`config.mk`:
```
export PLATFORM = sky130hd
export DESIGN_NAME = rsa_timing_probe
export DESIGN_NICKNAME = d
export VERILOG_FILES = /design/src/rtl/rsa_probe_pkg.sv /design/src/rtl/rsa_probe_stats.sv /design/src/rtl/rsa_timing_probe.sv
export SDC_FILE = /design/constraint.sdc
export NUM_CORES = 1
export LEC_CHECK = 0
export ABC_AREA = 1
export CAP_MARGIN = 20
export CORE_AREA = 5 5 120 122
export DETAILED_ROUTE_END_ITERATION = 12
export DIE_AREA = 0 0 125 127
export PLACE_DENSITY = 0.8
export SLEW_MARGIN = 10
export SYNTH_ARGS = -nofsm -noshare
export SYNTH_HDL_FRONTEND = slang
export SYNTH_SLANG_ARGS = --single-unit
```
`constraint.sdc`:
```
create_clock -name clk -period 4 [get_ports clk]
set_clock_uncertainty 0.2 [all_clocks]
set_input_delay 0.8 -clock clk [delete_from_list [all_inputs] [get_ports clk]]
set_output_delay 0.8 -clock clk [all_outputs]
set_load 0.01 [all_outputs]
```
`src/rtl/rsa_probe_pkg.sv`:
```
// Shared types and default parameters for the RSA decrypt timing probe.
package rsa_probe_pkg;

  localparam int unsigned WIDTH_DEF   = 8;
  localparam int unsigned CNT_W_DEF   = 16;
  localparam int unsigned REP_W_DEF   = 8;
  localparam int unsigned TIMEOUT_DEF = 32'h0000_FFFF;

  typedef enum logic [2:0] {
    IDLE,
    LAUNCH,
    WAIT,
    GAP,
    REPORT
  } state_e;

endpackage

```
`src/rtl/rsa_probe_stats.sv`:
```
// Latency statistics accumulator: min/max/saturating total plus result consistency.
module rsa_probe_stats
  import rsa_probe_pkg::*;
#(
  parameter int unsigned WIDTH = WIDTH_DEF,
  parameter int unsigned CNT_W = CNT_W_DEF,
  parameter int unsigned REP_W = REP_W_DEF
) (
  input  logic                   clk,
  input  logic                   rst_n,
  input  logic                   clear_i,
  input  logic                   update_i,
  input  logic [CNT_W-1:0]       lat_i,
  input  logic [WIDTH-1:0]       m_i,
  output logic [CNT_W-1:0]       min_o,
  output logic [CNT_W-1:0]       max_o,
  output logic [CNT_W+REP_W-1:0] total_o,
  output logic [WIDTH-1:0]       m_o,
  output logic                   mismatch_o
);

  localparam int unsigned TOT_W = CNT_W + REP_W;

  logic [CNT_W-1:0] min_q, max_q;
  logic [TOT_W-1:0] total_q;
  logic [WIDTH-1:0] m_q;
  logic             mismatch_q;
  logic             seen_q;
  logic [TOT_W:0]   sum_c;

  // One extra bit catches the carry so the total can clamp at all ones.
  assign sum_c = {1'b0, total_q} + (TOT_W+1)'(lat_i);

  always_ff @(posedge clk or negedge rst_n) begin
    if (!rst_n) begin
      min_q      <= '1;
      max_q      <= '0;
      total_q    <= '0;
      m_q        <= '0;
      mismatch_q <= 1'b0;
      seen_q     <= 1'b0;
    end else if (clear_i) begin
      min_q      <= '1;
      max_q      <= '0;
      total_q    <= '0;
      m_q        <= '0;
      mismatch_q <= 1'b0;
      seen_q     <= 1'b0;
    end else if (update_i) begin
      if (lat_i < min_q) min_q <= lat_i;
      if (lat_i > max_q) max_q <= lat_i;
      total_q <= sum_c[TOT_W] ? '1 : sum_c[TOT_W-1:0];
      if (!seen_q) begin
        m_q    <= m_i;
        seen_q <= 1'b1;
      end else if (m_i != m_q) begin
        mismatch_q <= 1'b1;
      end
    end
  end

  assign min_o      = min_q;
  assign max_o      = max_q;
  assign total_o    = total_q;
  assign m_o        = m_q;
  assign mismatch_o = mismatch_q;

endmodule

```
`src/rtl/rsa_timing_probe.sv`:
```
// Drives repeated start/finish handshakes on the decrypt core and reports latency stats.
module rsa_timing_probe
  import rsa_probe_pkg::*;
#(
  parameter int unsigned WIDTH   = WIDTH_DEF,
  parameter int unsigned CNT_W   = CNT_W_DEF,
  parameter int unsigned REP_W   = REP_W_DEF,
  parameter int unsigned TIMEOUT = TIMEOUT_DEF
) (
  input  logic                   clk,
  input  logic                   rst_n,
  input  logic                   cmd_valid_i,
  output logic                   cmd_ready_o,
  input  logic [WIDTH-1:0]       cmd_c_i,
  input  logic [REP_W-1:0]       cmd_reps_i,
  output logic                   tgt_start_o,
  output logic [WIDTH-1:0]       tgt_c_o,
  input  logic                   tgt_finish_i,
  input  logic [WIDTH-1:0]       tgt_m_i,
  output logic                   res_valid_o,
  input  logic                   res_ready_i,
  output logic [CNT_W-1:0]       res_min_o,
  output logic [CNT_W-1:0]       res_max_o,
  output logic [CNT_W+REP_W-1:0] res_total_o,
  output logic [WIDTH-1:0]       res_m_o,
  output logic                   res_mismatch_o,
  output logic                   res_timeout_o
);

  state_e           state_q, state_d;
  logic [CNT_W-1:0] cnt_q, cnt_d;
  logic [REP_W-1:0] reps_left_q, reps_left_d;
  logic [WIDTH-1:0] tgt_c_q, tgt_c_d;
  logic             tgt_start_q, tgt_start_d;
  logic             cmd_ready_q, cmd_ready_d;
  logic             res_valid_q, res_valid_d;
  logic             timeout_q, timeout_d;
  logic             stats_clear_c, stats_update_c;
  logic [CNT_W-1:0] lat_c;

  assign lat_c = cnt_q + CNT_W'(1);

  always_ff @(posedge clk or negedge rst_n) begin
    if (!rst_n) begin
      state_q     <= IDLE;
      cnt_q       <= '0;
      reps_left_q <= '0;
      tgt_c_q     <= '0;
      tgt_start_q <= 1'b0;
      cmd_ready_q <= 1'b1;
      res_valid_q <= 1'b0;
      timeout_q   <= 1'b0;
    end else begin
      state_q     <= state_d;
      cnt_q       <= cnt_d;
      reps_left_q <= reps_left_d;
      tgt_c_q     <= tgt_c_d;
      tgt_start_q <= tgt_start_d;
      cmd_ready_q <= cmd_ready_d;
      res_valid_q <= res_valid_d;
      timeout_q   <= timeout_d;
    end
  end

  // Registered outputs are computed from the next state so they line up with it.
  always_comb begin
    state_d        = state_q;
    cnt_d          = cnt_q;
    reps_left_d    = reps_left_q;
    tgt_c_d        = tgt_c_q;
    tgt_start_d    = 1'b0;
    res_valid_d    = res_valid_q;
    timeout_d      = timeout_q;
    stats_clear_c  = 1'b0;
    stats_update_c = 1'b0;

    case (state_q)
      IDLE: begin
        if (cmd_valid_i) begin
          tgt_c_d       = cmd_c_i;
          reps_left_d   = (cmd_reps_i == '0) ? REP_W'(1) : cmd_reps_i;
          timeout_d     = 1'b0;
          stats_clear_c = 1'b1;
          tgt_start_d   = 1'b1;
          state_d       = LAUNCH;
        end
      end
      LAUNCH: begin
        cnt_d   = '0;
        state_d = WAIT;
      end
      WAIT: begin
        if (tgt_finish_i) begin
          stats_update_c = 1'b1;
          reps_left_d    = reps_left_q - REP_W'(1);
          if (reps_left_q == REP_W'(1)) begin
            res_valid_d = 1'b1;
            state_d     = REPORT;
          end else begin
            state_d = GAP;
          end
        end else if (lat_c == CNT_W'(TIMEOUT)) begin
          timeout_d   = 1'b1;
          res_valid_d = 1'b1;
          state_d     = REPORT;
        end else begin
          cnt_d = lat_c;
        end
      end
      GAP: begin
        // A level-style finish must drop before the core is relaunched.
        if (!tgt_finish_i) begin
          tgt_start_d = 1'b1;
          state_d     = LAUNCH;
        end
      end
      REPORT: begin
        if (res_ready_i) begin
          res_valid_d = 1'b0;
          state_d     = IDLE;
        end
      end
      default: state_d = IDLE;
    endcase

    cmd_ready_d = (state_d == IDLE);
  end

  rsa_probe_stats #(
    .WIDTH (WIDTH),
    .CNT_W (CNT_W),
    .REP_W (REP_W)
  ) u_stats (
    .clk        (clk),
    .rst_n      (rst_n),
    .clear_i    (stats_clear_c),
    .update_i   (stats_update_c),
    .lat_i      (lat_c),
    .m_i        (tgt_m_i),
    .min_o      (res_min_o),
    .max_o      (res_max_o),
    .total_o    (res_total_o),
    .m_o        (res_m_o),
    .mismatch_o (res_mismatch_o)
  );

  assign cmd_ready_o   = cmd_ready_q;
  assign tgt_start_o   = tgt_start_q;
  assign tgt_c_o       = tgt_c_q;
  assign res_valid_o   = res_valid_q;
  assign res_timeout_o = timeout_q;

endmodule

```
# [Word level (Yosys, flattened, before mapping)]
# Index checks and enable logic that the tools add are counted.
# W data, S select, Z words.
[classes] addsub=3 n_lt_le_gt_ge=2 n_eq_ne=16 mux=46 reduce_logical=20
[ops] operator="$mux W16" count=8
[ops] operator="$mux W24" count=3
[ops] operator="$mux W8" count=6
[ops] operator="$pmux W16 S2" count=1
[ops] operator="$add A24 B16 Y25" count=1
[ops] operator="$mux W3" count=6
[ops] operator="$mux W1" count=17
[ops] operator="$add A16 B1 Y16 const B" count=1
[ops] operator="$eq A16 B16 Y1 const B" count=1
[ops] operator="$gt A16 B16 Y1" count=1
[ops] operator="$lt A16 B16 Y1" count=1
[ops] operator="$pmux W8 S2" count=1
[ops] operator="$reduce_bool A2 Y1" count=8
[ops] operator="$pmux W3 S5" count=1
[ops] operator="$ne A2 B2 Y1 const B" count=7
[ops] operator="$reduce_and A3 Y1" count=3
[ops] operator="$eq A8 B1 Y1 const B" count=1
[ops] operator="$logic_not A8 Y1" count=1
[ops] operator="$ne A8 B8 Y1" count=1
[ops] operator="$reduce_and A2 Y1" count=4
[ops] operator="$reduce_and A4 Y1" count=2
[ops] operator="$sub A8 B1 Y8 const B" count=1
[ops] operator="$eq A3 B2 Y1 const B" count=2
[ops] operator="$logic_not A3 Y1" count=2
[ops] operator="other kinds (4)" count=7
[word_totals] ff_bits=105 input_bits=29 elab_cells=101

# [Longest topological paths before layout]
# Gate-level depths: netlist of run 1.
[depth] word_depth=6 ltp_mapped=20

# [Hierarchy]
# From an unflattened synthesis of run 1, not the netlist that was laid out.
[hier_totals] hier_cells=1110 hier_area_um2=7643.6
[by_module_without_submodules] module="rsa_probe_stats" n_inst=1 cells_per_inst=778 area_each_um2=5280.1
[by_module_without_submodules] module="rsa_timing_probe" n_inst=1 cells_per_inst=332 area_each_um2=2363.5

# [Worst setup path before layout of run 1]
# Ideal clock, no wire load.
[synth_timing] path_type="reg-to-reg" startpoint="register cnt_q[0]" endpoint="register u_stats.total_q[23], in the netlist u_stats.total_o[23]" arrival_time_ns=2.671 required_time_ns=3.674 path_slack_ns=1.002 path_stages_with_launch=15 n_path_buf=1 period_less_slack_ns=2.998 path_cell_list="dfrtp_1 > ha_1 > xor2_1 > ha_1 > nand3_1 > nand3_1 > a21boi_1 > o21ai_0 > nand3_1 > nand2_1 > nand2_1 > buf_2 > nand3_1 > nand2_1 > o21ai_0"
[synth_between] elab_chain_len=5
[synth_lines] element="start: declaration" line_no="rsa_timing_probe.sv:31" rtl="logic [CNT_W-1:0] cnt_q, cnt_d;"
[synth_lines] element="start signal: assignment" line_no="rsa_timing_probe.sv:55" rtl="cnt_q <= cnt_d;"
[synth_lines] element="$add A16 B1 Y16" line_no="rsa_timing_probe.sv:41" rtl="assign lat_c = cnt_q + CNT_W'(1);"
[synth_lines] element="$add A24 B16 Y25" line_no="rsa_probe_stats.sv:32" rtl="assign sum_c = {1'b0, total_q} + (TOT_W+1)'(lat_i);"
[synth_lines] element="$mux W24" line_no="rsa_probe_stats.sv:52" rtl="total_q <= sum_c[TOT_W] ? '1 : sum_c[TOT_W-1:0];"
[synth_lines] element="$mux W24" line_no="rsa_probe_stats.sv:49" rtl="end else if (update_i) begin"
[synth_lines] element="$mux W24" line_no="rsa_probe_stats.sv:42" rtl="end else if (clear_i) begin"
[synth_lines] element="end signal: assignment" line_no="rsa_probe_stats.sv:52"
[synth_lines] element="end: declaration" line_no="rsa_probe_stats.sv:25" rtl="logic [TOT_W-1:0] total_q;"
# Every way passes these cells. The select of a mux whose other input is x is not followed.
# A chain may end at the register's enable or synchronous reset.

# [Final worst setup path of run 1]
[layout_timing] startpoint="register cnt_q[0]" endpoint="register u_stats.total_q[8], in the netlist u_stats.total_o[8]"
# Same word-level chain as after synthesis.

==> results of run 1 <==
[how the worst min path moves through the flow]
stage / end / depth (start not counted)
after CTS: u_stats.total_o[19]$_DFFE_PN0P_ / 1
after global routing: u_stats.total_o[19]$_DFFE_PN0P_ / 1
after floorplan: reps_left_q[7]$_DFFE_PN0P_ / 2
final: u_stats.total_o[19]$_DFFE_PN0P_ / 1
after global placement: u_stats.min_o[5]$_DFFE_PN1P_ / 2
after detailed placement: tgt_c_o[5]$_DFFE_PN0P_ / 2
[cell families after synthesis]
group | Yosys count | share of synthesized area
xor gates and xnor gates | 17 | 0.0208
DFF | 105 | 0.369
and+or+nand+nor | 538 | 0.332
buffers and inverters | 147 | 0.0803
AOI/OAI and AO/OA | 130 | 0.106
adders and majority gates | 52 | 0.0918
[critical path: cells and delay by family (launching register included)]
kind	cells	cell delay (ns)
AOI/OAI and AO/OA	4	0.80
adders and majority gates	1	0.39
buffers and inverters	2	0.39
DFF	1	0.49
and+or+nand+nor	8	1.26
[cells in the final DEF, fill, tap and decap left out, types with 4 or more instances in the layout]
| master | Yosys | layout |
|---|---|---|
| xnor2_1 | 11 | 11 |
| nor3_1 | 14 | 14 |
| ha_1 | 51 | 51 |
| a21oi_1 | 46 | 46 |
| nand2_2 | 7 | 8 |
| inv_1 | 111 | 111 |
| dfstp_2 | 17 | 17 |
| xor2_1 | 6 | 6 |
| nand4_1 | 45 | 45 |
| clkbuf_16 | 0 | 9 |
| nand2_1 | 317 | 316 |
| o22ai_1 | 8 | 8 |
| nor2_2 | 5 | 5 |
| nor2_1 | 52 | 52 |
| buf_4 | 0 | 26 |
| nand3_1 | 81 | 81 |
| dfrtp_1 | 88 | 88 |
| clkdlybuf4s50_1 | 0 | 104 |
| o21ai_2 | 10 | 10 |
| o21ai_1 | 4 | 4 |
| o21ai_0 | 43 | 43 |
| o21a_1 | 4 | 4 |
[through the flow]
stage          hold WS (ns)  power [mW]
2_1_floorplan         0.273        3.14
5_1_grt               0.229        5.33
6_report              0.187        4.96
3_3_place_gp          0.260        4.05
4_1_cts               0.208        4.96
3_5_place_dp          0.264        4.09
[layer usage]
metal  wire [µm]  share of wire  global-route usage  vias up
li1            -              -                   -     3474
met1        8680           0.44               0.339     3242
met2        9050           0.46               0.399      256
met3        1410          0.071              0.0522       53
met4         722          0.036               0.110        0
met5           0              0                   0        -
[registers in the layout, indices dropped and copies added (netlist names)]
name	cells
u_stats.total_o	24
cnt_q	16
u_stats.max_o	16
u_stats.min_o	16
reps_left_q	8
tgt_c_o	8
u_stats.m_o	8
state_q	3
cmd_ready_o	1
res_timeout_o	1
res_valid_o	1
tgt_start_o	1
u_stats.mismatch_o	1
u_stats.seen_q	1
[layout make-up]
cell class	count	area, µm²
fillers	1171	4300
multi-input cells	737	3950
flip-flops and latches	105	2650
repair buffers	131	1260
inverters	116	435
clock buffers	10	229
well taps	176	220
clock inverters	6	51.3
[power breakdown]
group	internal [mW]	total, mW	switching [mW]	leakage (nW)
clock network	0.432	0.860	0.428	0.134
logic	0.961	2.49	1.53	2.87
registers	1.38	1.61	0.225	1.35
total	2.78	4.96	2.18	4.36
==> metrics.md, run 1 <==
| Metric | Value |
|---|---|
| Ports | `106` |
| Final std cells w/o fill | `1281` |
| Routability cong. | `1.02` |
| Row count | `42` |
| Synthesis-stage register bit count | `105` |
| Post-route ant nets | `0` |
| RR Endpoint | `u_stats.total_o[8]$_DFFE_PN0P_` |
| Routed len/inst | `15.5 µm` |
| Slowest-stage cell, CP | `dfrtp_1` |
| Fmax | `274 MHz` |
| CP max stage delay | `0.49 ns` |
| Cell Pwr Density | `564 nW/µm²` |
| Resized cells post-CTS | `0` |
| Top post-synthesis cells by area | `dfrtp_1 (31%), nand2_1 (17%), ha_1 (8.9%), dfstp_2 (6.2%), inv_1 (5.8%)` |
| Diode count | `0` |
| CP arrival | `3.70 ns` |
| Crit path top cell by count | `nand2_1` |
| Gr usage total | `0.252` |
| Final slew viol count | `0` |
| Yosys warnings | `0` |
| Die ar. | `15900 µm²` |
| Routed via count | `7025` |
| Area leader, netlist | `dfrtp_1` |
| Core Area | `13100 µm²` |
| DP HPWL | `15100 µm` |
| Worst-Skew Late Latency | `0.36 ns` |
| Pre-CTS setup slack | `0.443 ns` |
| Syn_nets | `1070` |
| Final TNS setup | `0 ns` |
| CP Launch Point | `cnt_q[0]$_DFFE_PN0P_` |
| Die Width | `125 µm` |
| CTS tree | `yes` |
| First-pass GRT wire length | `32800 µm` |
| Leakage power | `4.36 nW` |
| Final core occ | `0.672` |
| Grt total ovfl | `0` |
| Iter 0 DRT Violations | `628` |
| Placed cell area | `8510 µm²` |
| Bufs on Longest Clock Path | `2` |
| Final Hold Viols | `0` |
| Synthesized area | `7170 µm²` |
| Post-CTS setup buffers | `0` |
| Initial Util | `0.548` |
| Crit end category | `flop` |
| Worst R2R Setup Slack | `0.35 ns` |
| Max-cap viol count | `0` |
| Status | `finished, final reports clean` |
| Initial antenna violation count | `0` |
| DRC | `0` |
| Largest net degree at the start of global routing | `71` |
| Worst-path clk slew | `0.07 ns` |
| WP data required | `4.05 ns` |
| CTS Hold Bufs | `0` |
| Final Setup Violations | `0` |
| Most numerous cell in the Yosys netlist | `nand2_1` |
| Clk sink count | `105` |
| Cell chain of the critical path | `inv_2 -> nor2_4 -> nand2_2 -> o21ai_0 -> nand2_2 -> ha_1 -> a21oi_1 -> o21ai_0 -> a21oi_1 -> nand2_1 -> nand2_1 -> buf_4 -> nand2_1 -> nand2_1 -> nand2_1` |
| Least-Margin Pin Slew | `0.673 ns` |
| RSZ-0062 raised after global routing | `false` |
| Drt total wl | `19900 µm` |
| Unique masters post-synth | `47` |
| Syn-to-layout area delta | `22.6%` |
| Post-synth EDFFs | `0` |
| Design Area, Final | `8790 µm²` |
| Primary FF master, synth | `dfrtp_1` |
| Worst reg-to-reg path cell count | `15` |
| TritonCTS buffer count | `9` |
| Via density | `5.48` |
| Mapped Cells | `989` |
| Die height | `127 µm` |
| Avg Cell Area, Syn | `7.25 µm²` |
| CTS root buffer | `clkbuf_16` |
| Final worst slack | `0.353 ns` |
| PortBufs | `105` |
| CP endpoint | `u_stats.total_o[8]$_DFFE_PN0P_` |
| H-tree depth | `3` |
| Final nets | `1181` |
| RR Startpoint | `cnt_q[0]$_DFFE_PN0P_` |
| Hold Path Class | `primary input to async pin` |
| Critical path class | `flop to flop` |
| Async S/R FF share, synth | `1.00` |
| Tcrit/Tclk final | `0.912` |
| Max transition margin | `0.551` |
| Commonest cells post-synth | `nand2_1 (317), inv_1 (111), dfrtp_1 (88)` |
| Sequential-to-total area share from yosys stat | `0.369` |
| Fin crit period | `3.65 ns` |
| Area share of the largest cell type after synthesis | `0.307` |
| Ratio of cells with drive above 1 in the final layout | `0.0860` |
| Critical Path Start Type | `flop` |
| Critical path peak fanout | `14` |
| Vias in the first global route | `6644` |
| VDD IR max | `0.364 mV` |
| 1st-pass router iterations | `5` |
| Placed cell count | `1265` |
Note: power is estimated with default switching activity, not from simulation.
==> inputs of run 2 (changes only) <==
--- a/config.mk
+++ b/config.mk
@@ -5,12 +5,12 @@
 export SDC_FILE = /design/constraint.sdc
 export NUM_CORES = 1
 export LEC_CHECK = 0
-export ABC_AREA = 1
 export CAP_MARGIN = 20
-export CORE_AREA = 5 5 120 122
+export CORE_AREA = 5 5 117 119
 export DETAILED_ROUTE_END_ITERATION = 12
-export DIE_AREA = 0 0 125 127
+export DIE_AREA = 0 0 122 124
 export PLACE_DENSITY = 0.8
+export RECOVER_POWER = 50
 export SLEW_MARGIN = 10
 export SYNTH_ARGS = -nofsm -noshare
 export SYNTH_HDL_FRONTEND = slang
==> constraint.sdc (replaced) <==
create_clock -name clk -period 4 [get_ports clk]
set_clock_uncertainty 0.2 [all_clocks]
set_input_delay 0.6 -clock clk [delete_from_list [all_inputs] [get_ports clk]]
set_output_delay 0.6 -clock clk [all_outputs]
set_load 0.01 [all_outputs]
==> run 2 against run 1 <==
The flow now finishes with violations (max-capacitance violations, max-slew violations). Critical path type unchanged. Largest cell class unchanged. Maximum frequency shrank 5.6%. Highest routed layer unchanged. Combinational power grew 24%. Die area shrank 4.7%. Utilization grew 0.85 points. Hold slack gained 0.082 ns. Worst setup slack lost 0.22 ns. Clock-buffer cell count grew 4. Routed wire length shrank 0.60%. Critical path depth shrank 2.
==> metrics.md, run 2 <==
| Metric | Value |
|---|---|
| Avg Cell Area, Syn | `8.78 µm²` |
| Syn-to-layout area delta | `25.9%` |
| VDD IR max | `0.509 mV` |
| Post-route ant nets | `0` |
| Critical path class | `flop to flop` |
| Routability cong. | `1.02` |
| Async S/R FF share, synth | `1.00` |
| CTS tree | `yes` |
| Critical Path Start Type | `flop` |
| RR Startpoint | `cnt_q[1]$_DFFE_PN0P_` |
| Via density | `6.13` |
| DP HPWL | `14400 µm` |
| PortBufs | `105` |
| Layout fillers | `960` |
| Ratio of cells with drive above 1 in the final layout | `0.120` |
| Final nets | `962` |
| Post-synth EDFFs | `0` |
| Final TNS setup | `0 ns` |
| Cell Pwr Density | `687 nW/µm²` |
| Hold EP | `tgt_c_o[3]$_DFFE_PN0P_` |
| Ports | `106` |
| RR Endpoint | `u_stats.total_o[15]$_DFFE_PN0P_` |
| 1st-pass router iterations | `5` |
| Area leader, netlist | `dfrtp_1` |
| CP arrival | `3.91 ns` |
| Hold path startpoint | `tgt_c_o[3]$_DFFE_PN0P_` |
| Final std cells w/o fill | `1058` |
| WP data required | `4.05 ns` |
| CTS Hold Bufs | `0` |
| Worst-Skew Late Latency | `0.36 ns` |
| Hold Path Class | `flop to flop` |
| Crit end category | `flop` |
| Cell family with most CP delay | `simple AND/OR/NAND/NOR gates` |
| Most frequent cells in the layout | `nand2_1 (100), dfrtp_1 (88), a21oi_1 (78)` |
| Fin crit period | `3.87 ns` |
| Worst reg-to-reg path cell count | `13` |
| Clock share of power | `0.150` |
| Primary FF master, synth | `dfrtp_1` |
| Die ar. | `15100 µm²` |
| Placed cell count | `1039` |
| Gr usage total | `0.262` |
| Critical path peak fanout | `7` |
| Yosys warnings | `0` |
| Initial Util | `0.540` |
| Worst-path clk slew | `0.07 ns` |
| Routed len/inst | `18.7 µm` |
| Area share of the largest cell type after synthesis | `0.327` |
| CTS root buffer | `clkbuf_16` |
| Bufs on Longest Clock Path | `2` |
| Cell chain of the critical path | `ha_1 -> nand2_2 -> nor3_2 -> xor2_2 -> ha_1 -> and3_1 -> a2bb2oi_1 -> o21ai_0 -> a221oi_2 -> or2_2 -> buf_4 -> a21oi_1 -> a21o_1` |
| Routed via count | `6485` |
| Failing checks | `max-capacitance violations, max-slew violations` |
| Int Power | `3.37 mW` |
| TritonCTS buffer count | `9` |
| DRC | `0` |
| Leakage power | `3.81 nW` |
| H-tree depth | `3` |
| Initial antenna violation count | `0` |
| Switching part of the total | `0.422` |
| Die height | `124 µm` |
| Least-Margin Pin Slew | `1.62 ns` |
| Core Area | `12500 µm²` |
| Syn_nets | `848` |
| Vias in the first global route | `6243` |
| Largest net degree at the start of global routing | `65` |
| Worst R2R Setup Slack | `0.13 ns` |
| Grt total ovfl | `0` |
| Mapped Cells | `767` |
| Final Hold Viols | `0` |
| Diode count | `0` |
| Sequential-to-total area share from yosys stat | `0.393` |
| Die Width | `122 µm` |
| Worst hold stages | `2` |
| Max transition margin | `-0.0798` |
| Commonest cells post-synth | `nand2_1 (101), dfrtp_1 (88), a21oi_1 (79)` |
| Crit path top cell by count | `ha_1` |
| Final slew viol count | `65` |
| Clk sink count | `105` |
| Row count | `41` |
| CP max stage delay | `0.41 ns` |
| Top post-synthesis cells by area | `dfrtp_1 (33%), ha_1 (9.5%), dfstp_2 (6.6%), a21oi_1 (5.9%), nand2_1 (5.6%)` |
| Iter 0 DRT Violations | `583` |
| First-pass GRT wire length | `31300 µm` |
| Critical path buffers and inverters | `1` |
| Flop pwr share | `0.317` |
| Tcrit/Tclk final | `0.966` |
| Synthesis-stage register bit count | `105` |
| Switch Pwr | `2.46 mW` |
| Synthesized area | `6730 µm²` |
| Logic pwr share | `0.533` |
| Most numerous cell in the Yosys netlist | `nand2_1` |
| Status | `finished with violations` |
| WHS | `0.268 ns` |
| Unique masters post-synth | `79` |
| Max FFs per register | `24` |
| Commonest non-fill, non-tap cell in the layout | `nand2_1` |
| Drt total wl | `19700 µm` |
| Final Setup Violations | `0` |
| Fmax | `259 MHz` |
| Max-cap viol count | `1` |
| Slowest-stage cell, CP | `dfrtp_1` |
-- run 2: changes by cell type in the layout (fill, tap and decap cells not counted), moves of 9 or more --
| cell | change |
|---|---|
| a31oi_1 | +9 |
| o21ai_2 | -10 |
| nor3_1 | +22 |
| a21o_1 | +13 |
| o211ai_1 | +14 |
| clkdlybuf4s50_1 | -30 |
| dlygate4sd3_1 | +30 |
| nand4_1 | -38 |
| inv_1 | -62 |
| nand2_1 | -216 |
| nor2_1 | -17 |
| nand3_1 | -61 |
| xor2_1 | +9 |
| a21oi_1 | +32 |
-- run 2: how the worst max path moves through the flow --
stage / startpoint / end / slack (ns) / depth (start not counted)
after floorplan: cnt_q[0]$_DFFE_PN0P_ / u_stats.total_o[4]$_DFFE_PN0P_ / 0.31 / 15
after global placement: cnt_q[4]$_DFFE_PN0P_ / u_stats.total_o[20]$_DFFE_PN0P_ / 0.24 / 12
after detailed placement: cnt_q[4]$_DFFE_PN0P_ / u_stats.total_o[4]$_DFFE_PN0P_ / 0.09 / 13
after CTS: cnt_q[4]$_DFFE_PN0P_ / u_stats.max_o[14]$_DFFE_PN0P_ / 0.02 / 14
after global routing: cnt_q[1]$_DFFE_PN0P_ / u_stats.total_o[7]$_DFFE_PN0P_ / -0.03 / 13
final: cnt_q[1]$_DFFE_PN0P_ / u_stats.total_o[15]$_DFFE_PN0P_ / 0.13 / 13
-- run 2: per-stage QoR --
step / setup WS (ns) / area [µm²] / power, mW / utilization
after floorplan: 0.307 / 6730 / 3.61 / -
after global placement: 0.239 / 8100 / 4.77 / 0.650
after detailed placement: 0.0871 / 8110 / 4.89 / 0.651
after CTS: 0.0194 / 8400 / 5.80 / 0.674
after global routing: -0.0330 / 8480 / 6.19 / 0.680
final: 0.135 / 8480 / 5.82 / 0.680
-- run 2: cells by family after synthesis --
logic type / Yosys count / synth area share
mux: 7 / 0.0106
simple gates: 260 / 0.197
fa+ha+maj: 52 / 0.0978
xor+xnor: 31 / 0.0415
flops: 105 / 0.393
compound gates: 225 / 0.208
buf+inv: 87 / 0.0522
-- run 2: final cells by class --
class / count / area (µm²) / area share
Timing Repair Buffer: 141 / 1330 / 0.156
Clock inverter: 2 / 12.5 / 0.00148
Multi-Input combinational cell: 575 / 3820 / 0.450
Tap cell: 172 / 215 / 0.0254
Inverter: 49 / 184 / 0.0217
Sequential cell: 105 / 2650 / 0.312
Clock buffer: 14 / 274 / 0.0323
-- run 2: timing repair --
action / CTS / global route
buffers inserted: 0 / 3
endpoints found under the hold margin: 0 / 0
resized for setup: 0 / 14
setup endpoints to repair: 0 / 38
-- run 2: worst register-to-register path: cells and delay by family (launching register included) --
kind | cells | cell delay [ns]
and+or+nand+nor | 4 | 1.04
adders and majority gates | 2 | 0.69
DFF | 1 | 0.41
AOI/OAI and AO/OA | 5 | 0.94
xor gates and xnor gates | 1 | 0.34
buffers and inverters | 1 | 0.16
-- run 2: power by group through the flow --
stage	Clock, mW	Combinational (mW)	Sequential (mW)
CTS	0.883	3.07	1.84
finish	0.871	3.10	1.85
global route	0.928	3.37	1.90
global placement	0	2.93	1.84
floorplan	0	1.73	1.88
detailed placement	0	3.04	1.85
-- run 2: metal layers --
metal,share of wire,global-route usage
met1,0.42,0.336
met2,0.47,0.434
met3,0.076,0.0604
met4,0.034,0.100
met5,0,0
==> edit 1: new RTL, flow settings as in run 2 <==
Encoding of `state_e`: now Gray code (3 bits for 5 states).
--- a/src/rtl/rsa_probe_pkg.sv
+++ b/src/rtl/rsa_probe_pkg.sv
@@ -8,9 +8,9 @@
 
   typedef enum logic [2:0] {
-    IDLE,
-    LAUNCH,
-    WAIT,
-    GAP,
-    REPORT
+    IDLE   = 3'b000,
+    LAUNCH = 3'b001,
+    WAIT   = 3'b011,
+    GAP    = 3'b010,
+    REPORT = 3'b110
   } state_e;
 
Check against the original RTL: same outputs for any inputs over 10 cycles, from zero or initial values and one cycle with rst_n low; not proved beyond that.
==> edit 1 against run 2 <==
The flow still finishes with violations (max-capacitance violations, max-slew violations). Worst setup slack improved by 0.10 ns. Wire length shrank 0.55%. Total power rose by 4.4%. Via count is 1.9% lower. Synthesized area up 1.4%. Final area grew 1.1%. Sequential cell count stayed put. Global-route usage up 0.58 points. Critical path type unchanged. Critical endpoint is now u_stats.min_o[1]$_DFFE_PN1P_. Largest power group unchanged.
==> edit 1: results (changes against run 2) <==
.. list-table::
   :header-rows: 1

   * - Metric
     - Value
   * - Violations in the final reports
     - max-capacitance violations, max-slew violations
   * - Post-detailed-routing wire length
     - 19.6 mm (-0.55%)
   * - Clk pwr share
     - 15.3% (+0.3 points)
   * - Maximum ir drop on the vdd rail
     - 0.000378 V (-26%)
   * - Met2 routing resource usage after global routing
     - 44.3% (+0.90 points)
   * - Clk. pwr
     - 0.932 mW (+7.0%)
   * - WL met1
     - 8.43 mm (+2.4%)
   * - Unique cell type count in the Yosys netlist
     - 71 (-10%)
   * - Per-instance average area after synthesis
     - 8.79 um2 (+0.14%)
   * - Launch instance of the worst register-to-register path
     - cnt_q[6]$_DFFE_PN0P_
   * - Overall global routing resource usage
     - 26.8% (+0.58 points)
   * - Register-to-register setup slack
     - 0.24 ns (+0.10 ns)
   * - Filler Cells Inserted
     - 1037 (+8.0%)
   * - GPL Wtd Cong
     - 1.03 (+0.72%)
   * - Fraction of final layout cells sized beyond drive strength 1
     - 11.4% (-0.61 points)
   * - Slew HR
     - -24.0% (-16 points)
   * - Syn nets
     - 858 (+1.2%)
   * - Cell leakage power
     - 4.00 nW (+4.9%)
   * - Crit path max-delay cell type
     - a311o_1
   * - Number of global-route vias before repair
     - 6343 (+1.6%)
   * - Max Cap Violations
     - 1 (unchanged)
   * - Grt met1 use
     - 33.3% (-0.35 points)
   * - Sequential group share of total power
     - 31.0% (-0.7 points)
   * - Fraction of the yosys area taken by sequential cells
     - 38.8% (-0.56 points)
   * - Switching pwr
     - 2.60 mW (+5.7%)
   * - Outcome
     - finished, violations left
   * - Number of placed instances with taps included
     - 1052 (+1.3%)
   * - Met3 demand-to-capacity share in global routing
     - 6.31% (+0.27 points)
   * - Vias/cell
     - 5.94 (-3.0%)
   * - Max-slew violation total from the final report
     - 71 (+9.2%)
   * - Hold_ws
     - 0.272 ns (+0.00410 ns)
   * - Pin count of the biggest net entering global routing
     - 71 (+9.2%)
   * - End of the worst hold path
     - res_valid_o$_DFFE_PN0P_
   * - Area contributors post-synth
     - dfrtp_1 (32%), ha_1 (9.3%), dfstp_2 (6.5%)
[edit 1: cell count changes after synthesis, sizes merged, moves of 12 or more]
cell | before | now
a21oi | 79 | 63
mux2i | 6 | 31
nor2 | 37 | 50
nor3 | 37 | 14
o211ai | 17 | 3
o21ai | 55 | 43
[edit 1: cell type report]
| class | instances | area [um2] | area share (%) |
|---|---|---|---|
| clock inverters | 7 | 77.6 | 0.905 |
| repair buffers | 144 | 1360 | 15.9 |
| flip-flops and latches | 105 | 2650 | 31.0 |
| clock buffers | 9 | 225 | 2.63 |
| well taps | 172 | 215 | 2.51 |
| inverters | 55 | 206 | 2.41 |
| multi-input cells | 578 | 3830 | 44.7 |
[edit 1: cells by family after synthesis]
logic type / count (synthesis) / share of synthesized area (%)
AOI/OAI and AO/OA: 193 / 18.4
DFF: 105 / 38.8
and+or+nand+nor: 267 / 18.5
adders and majority gates: 52 / 9.64
buffers and inverters: 94 / 5.48
xor gates and xnor gates: 32 / 4.10
muxes: 34 / 5.04
==> edit 2: new RTL, settings of run 2 <==
Made on the original files. Set the package constant `CNT_W_DEF` to 18 (it was 16).
--- a/src/rtl/rsa_probe_pkg.sv
+++ b/src/rtl/rsa_probe_pkg.sv
@@ -3,5 +3,5 @@
 
   localparam int unsigned WIDTH_DEF   = 8;
-  localparam int unsigned CNT_W_DEF   = 16;
+  localparam int unsigned CNT_W_DEF   = 18;
   localparam int unsigned REP_W_DEF   = 8;
   localparam int unsigned TIMEOUT_DEF = 32'h0000_FFFF;
Interface: changed (resized res_max_o, res_min_o and res_total_o); port bits go from 106 to 112. The function was not compared with the original's and may differ.
==> edit 2 against run 2 <==
The run still ends with max-capacitance violations, max-slew violations left. Hold slack better by 0.0048 ns. Synthesized area is 7.9% higher. Sequential cell count increased by 8. Total power rose by 11%. Wire length grew 12%. Final area increased by 14%. Global-route usage is 4.3 points higher. Worst setup slack got worse by 0.014 ns. Largest power group unchanged.
==> edit 2: results (changes against run 2) <==
.. list-table::
   :header-rows: 1

   * - Metric
     - Value
   * - Unique cell type count in the Yosys netlist
     - 65 (-18%)
   * - DR iter-0 viols
     - 615 (+5.5%)
   * - Number of flip-flops in the largest register
     - 26 (+8.3%)
   * - Arrival @ worst endpoint
     - 3.97 ns (+0.06 ns)
   * - Fraction of final layout cells sized beyond drive strength 1
     - 13.2% (+1.2 points)
   * - Maximum ir drop on the vdd rail
     - 0.000426 V (-16%)
   * - Critical path's top delay family
     - compound AO/OA/AOI/OAI gates
   * - Global-route wire length before repair
     - 35.4 mm (+13%)
   * - Outcome
     - finished, violations left
   * - Violations in the final reports
     - max-capacitance violations, max-slew violations
   * - Drt pass-1 iters
     - 6 (+1)
   * - Average detailed-routed wire length per instance
     - 19.3 um (+3.4%)
   * - Nets@finish
     - 1052 (+9.4%)
   * - Worst Path Max Fanout
     - 10 (+3)
   * - Commonest cells post-synth
     - nand2_1 (119), dfrtp_1 (94), inv_1 (63), a21oi_1 (57), ha_1 (57)
   * - Vias/cell
     - 6.00 (-2.1%)
   * - Filler Cells Inserted
     - 888 (-7.5%)
   * - Clock edge transition at the registers on the reported setup and hold paths
     - 0.05 ns (-0.02 ns)
   * - Area contributors post-synth
     - dfrtp_1 (32%), ha_1 (9.8%), dfstp_2 (6.9%)
   * - Fraction of the yosys area taken by sequential cells
     - 39.3% (-0.083 points)
   * - H-tree depth
     - 4 (+1)
   * - Number of global-route vias before repair
     - 6802 (+9.0%)
   * - Max Cap Violations
     - 2 (+1)
   * - Max-slew violation total from the final report
     - 106 (+63%)
   * - Pin count of the biggest net entering global routing
     - 66 (+1.5%)
   * - Cell leakage power
     - 4.54 nW (+19%)
   * - GPL Wtd Cong
     - 0.930 (-9.1%)
   * - Syn nets
     - 903 (+6.5%)
   * - Final HPWL from detailed placement
     - 15.7 mm (+9.1%)
==> edit 2: cell count changes in the layout (fill, tap and decap cells not counted), sizes merged, moves of 18 or more <==
cell | run 2 | this run
a21oi | 79 | 58
buf | 34 | 52
mux2i | 6 | 32
nand2 | 102 | 120
nor2 | 37 | 56
nor3 | 37 | 9
==> edit 2: timing repair <==
| action | in CTS | in global routing |
|---|---|---|
| cloned | 0 | 0 |
| gates resized for setup | 3 | 10 |
| setup endpoints to repair | 4 | 41 |
| setup buffers | 0 | 4 |
==> edit 2: final cells by class <==
class	count	share of cell area, %
clock inverters	9	2.05
clock buffers	23	5.28
repair buffers	165	15.8
multi-input cells	604	42.5
well taps	172	2.23
flip-flops and latches	113	29.7
inverters	64	2.49
==> edit 2: path summary, 6_finish.rpt <==
check	startpoint	endpoint	slack, ns	cells after the start
max	cnt_q[4]$_DFFE_PN0P_	u_stats.max_o[14]$_DFFE_PN0P_	0.12	14
min	tgt_c_o[2]$_DFFE_PN0P_	tgt_c_o[2]$_DFFE_PN0P_	0.27	2
max reg2reg	cnt_q[4]$_DFFE_PN0P_	u_stats.max_o[14]$_DFFE_PN0P_	0.12	14
min reg2reg	tgt_c_o[2]$_DFFE_PN0P_	tgt_c_o[2]$_DFFE_PN0P_	0.27	2
max in group asynchronous	rst_n	cnt_q[16]$_DFFE_PN0P_	1.26	2
min in group asynchronous	rst_n	u_stats.total_o[0]$_DFFE_PN0P_	0.38	1
==> edit 2: logic make-up (layout without fill, tap and decap cells) <==
family | count (synthesis) | count (layout) | synth area share [%]
DFF | 113 | 113 | 39.3
and+or+nand+nor | 264 | 264 | 17.3
buffers and inverters | 99 | 261 | 5.43
xor gates and xnor gates | 38 | 38 | 4.58
muxes | 34 | 34 | 4.72
adders and majority gates | 58 | 58 | 10.1
AOI/OAI and AO/OA | 210 | 210 | 18.6
==> edit 2: power by group through the flow <==
stage / combinational, mW / clock (mW) / sequential (mW)
6_report: 2.76 / 1.80 / 1.90
5_1_grt: 3.02 / 1.87 / 1.95
4_1_cts: 2.79 / 1.81 / 1.90
3_5_place_dp: 2.75 / 0 / 1.90
3_3_place_gp: 2.68 / 0 / 1.88
2_1_floorplan: 1.46 / 0 / 1.95
==> edit 2: stage by stage <==
step,hold WS (ns),area [um2],util (%),std cells
after CTS,0.109,9570,76.8,1146
after floorplan,0.104,7260,-,816
after detailed placement,0.270,8850,71.0,1114
after global placement,0.260,8850,71.0,1114
final,0.273,9630,77.2,1150
after global routing,0.317,9630,77.2,1150
==> edit 2: per-layer routing <==
layer | track usage (%) | up-vias | share of wire (%)
li1 | - | 3191 | -
met4 | 15.6 | 0 | 4.4
met1 | 37.9 | 3306 | 41
met2 | 48.8 | 328 | 47
met5 | 0 | - | 0
met3 | 8.63 | 79 | 7.9
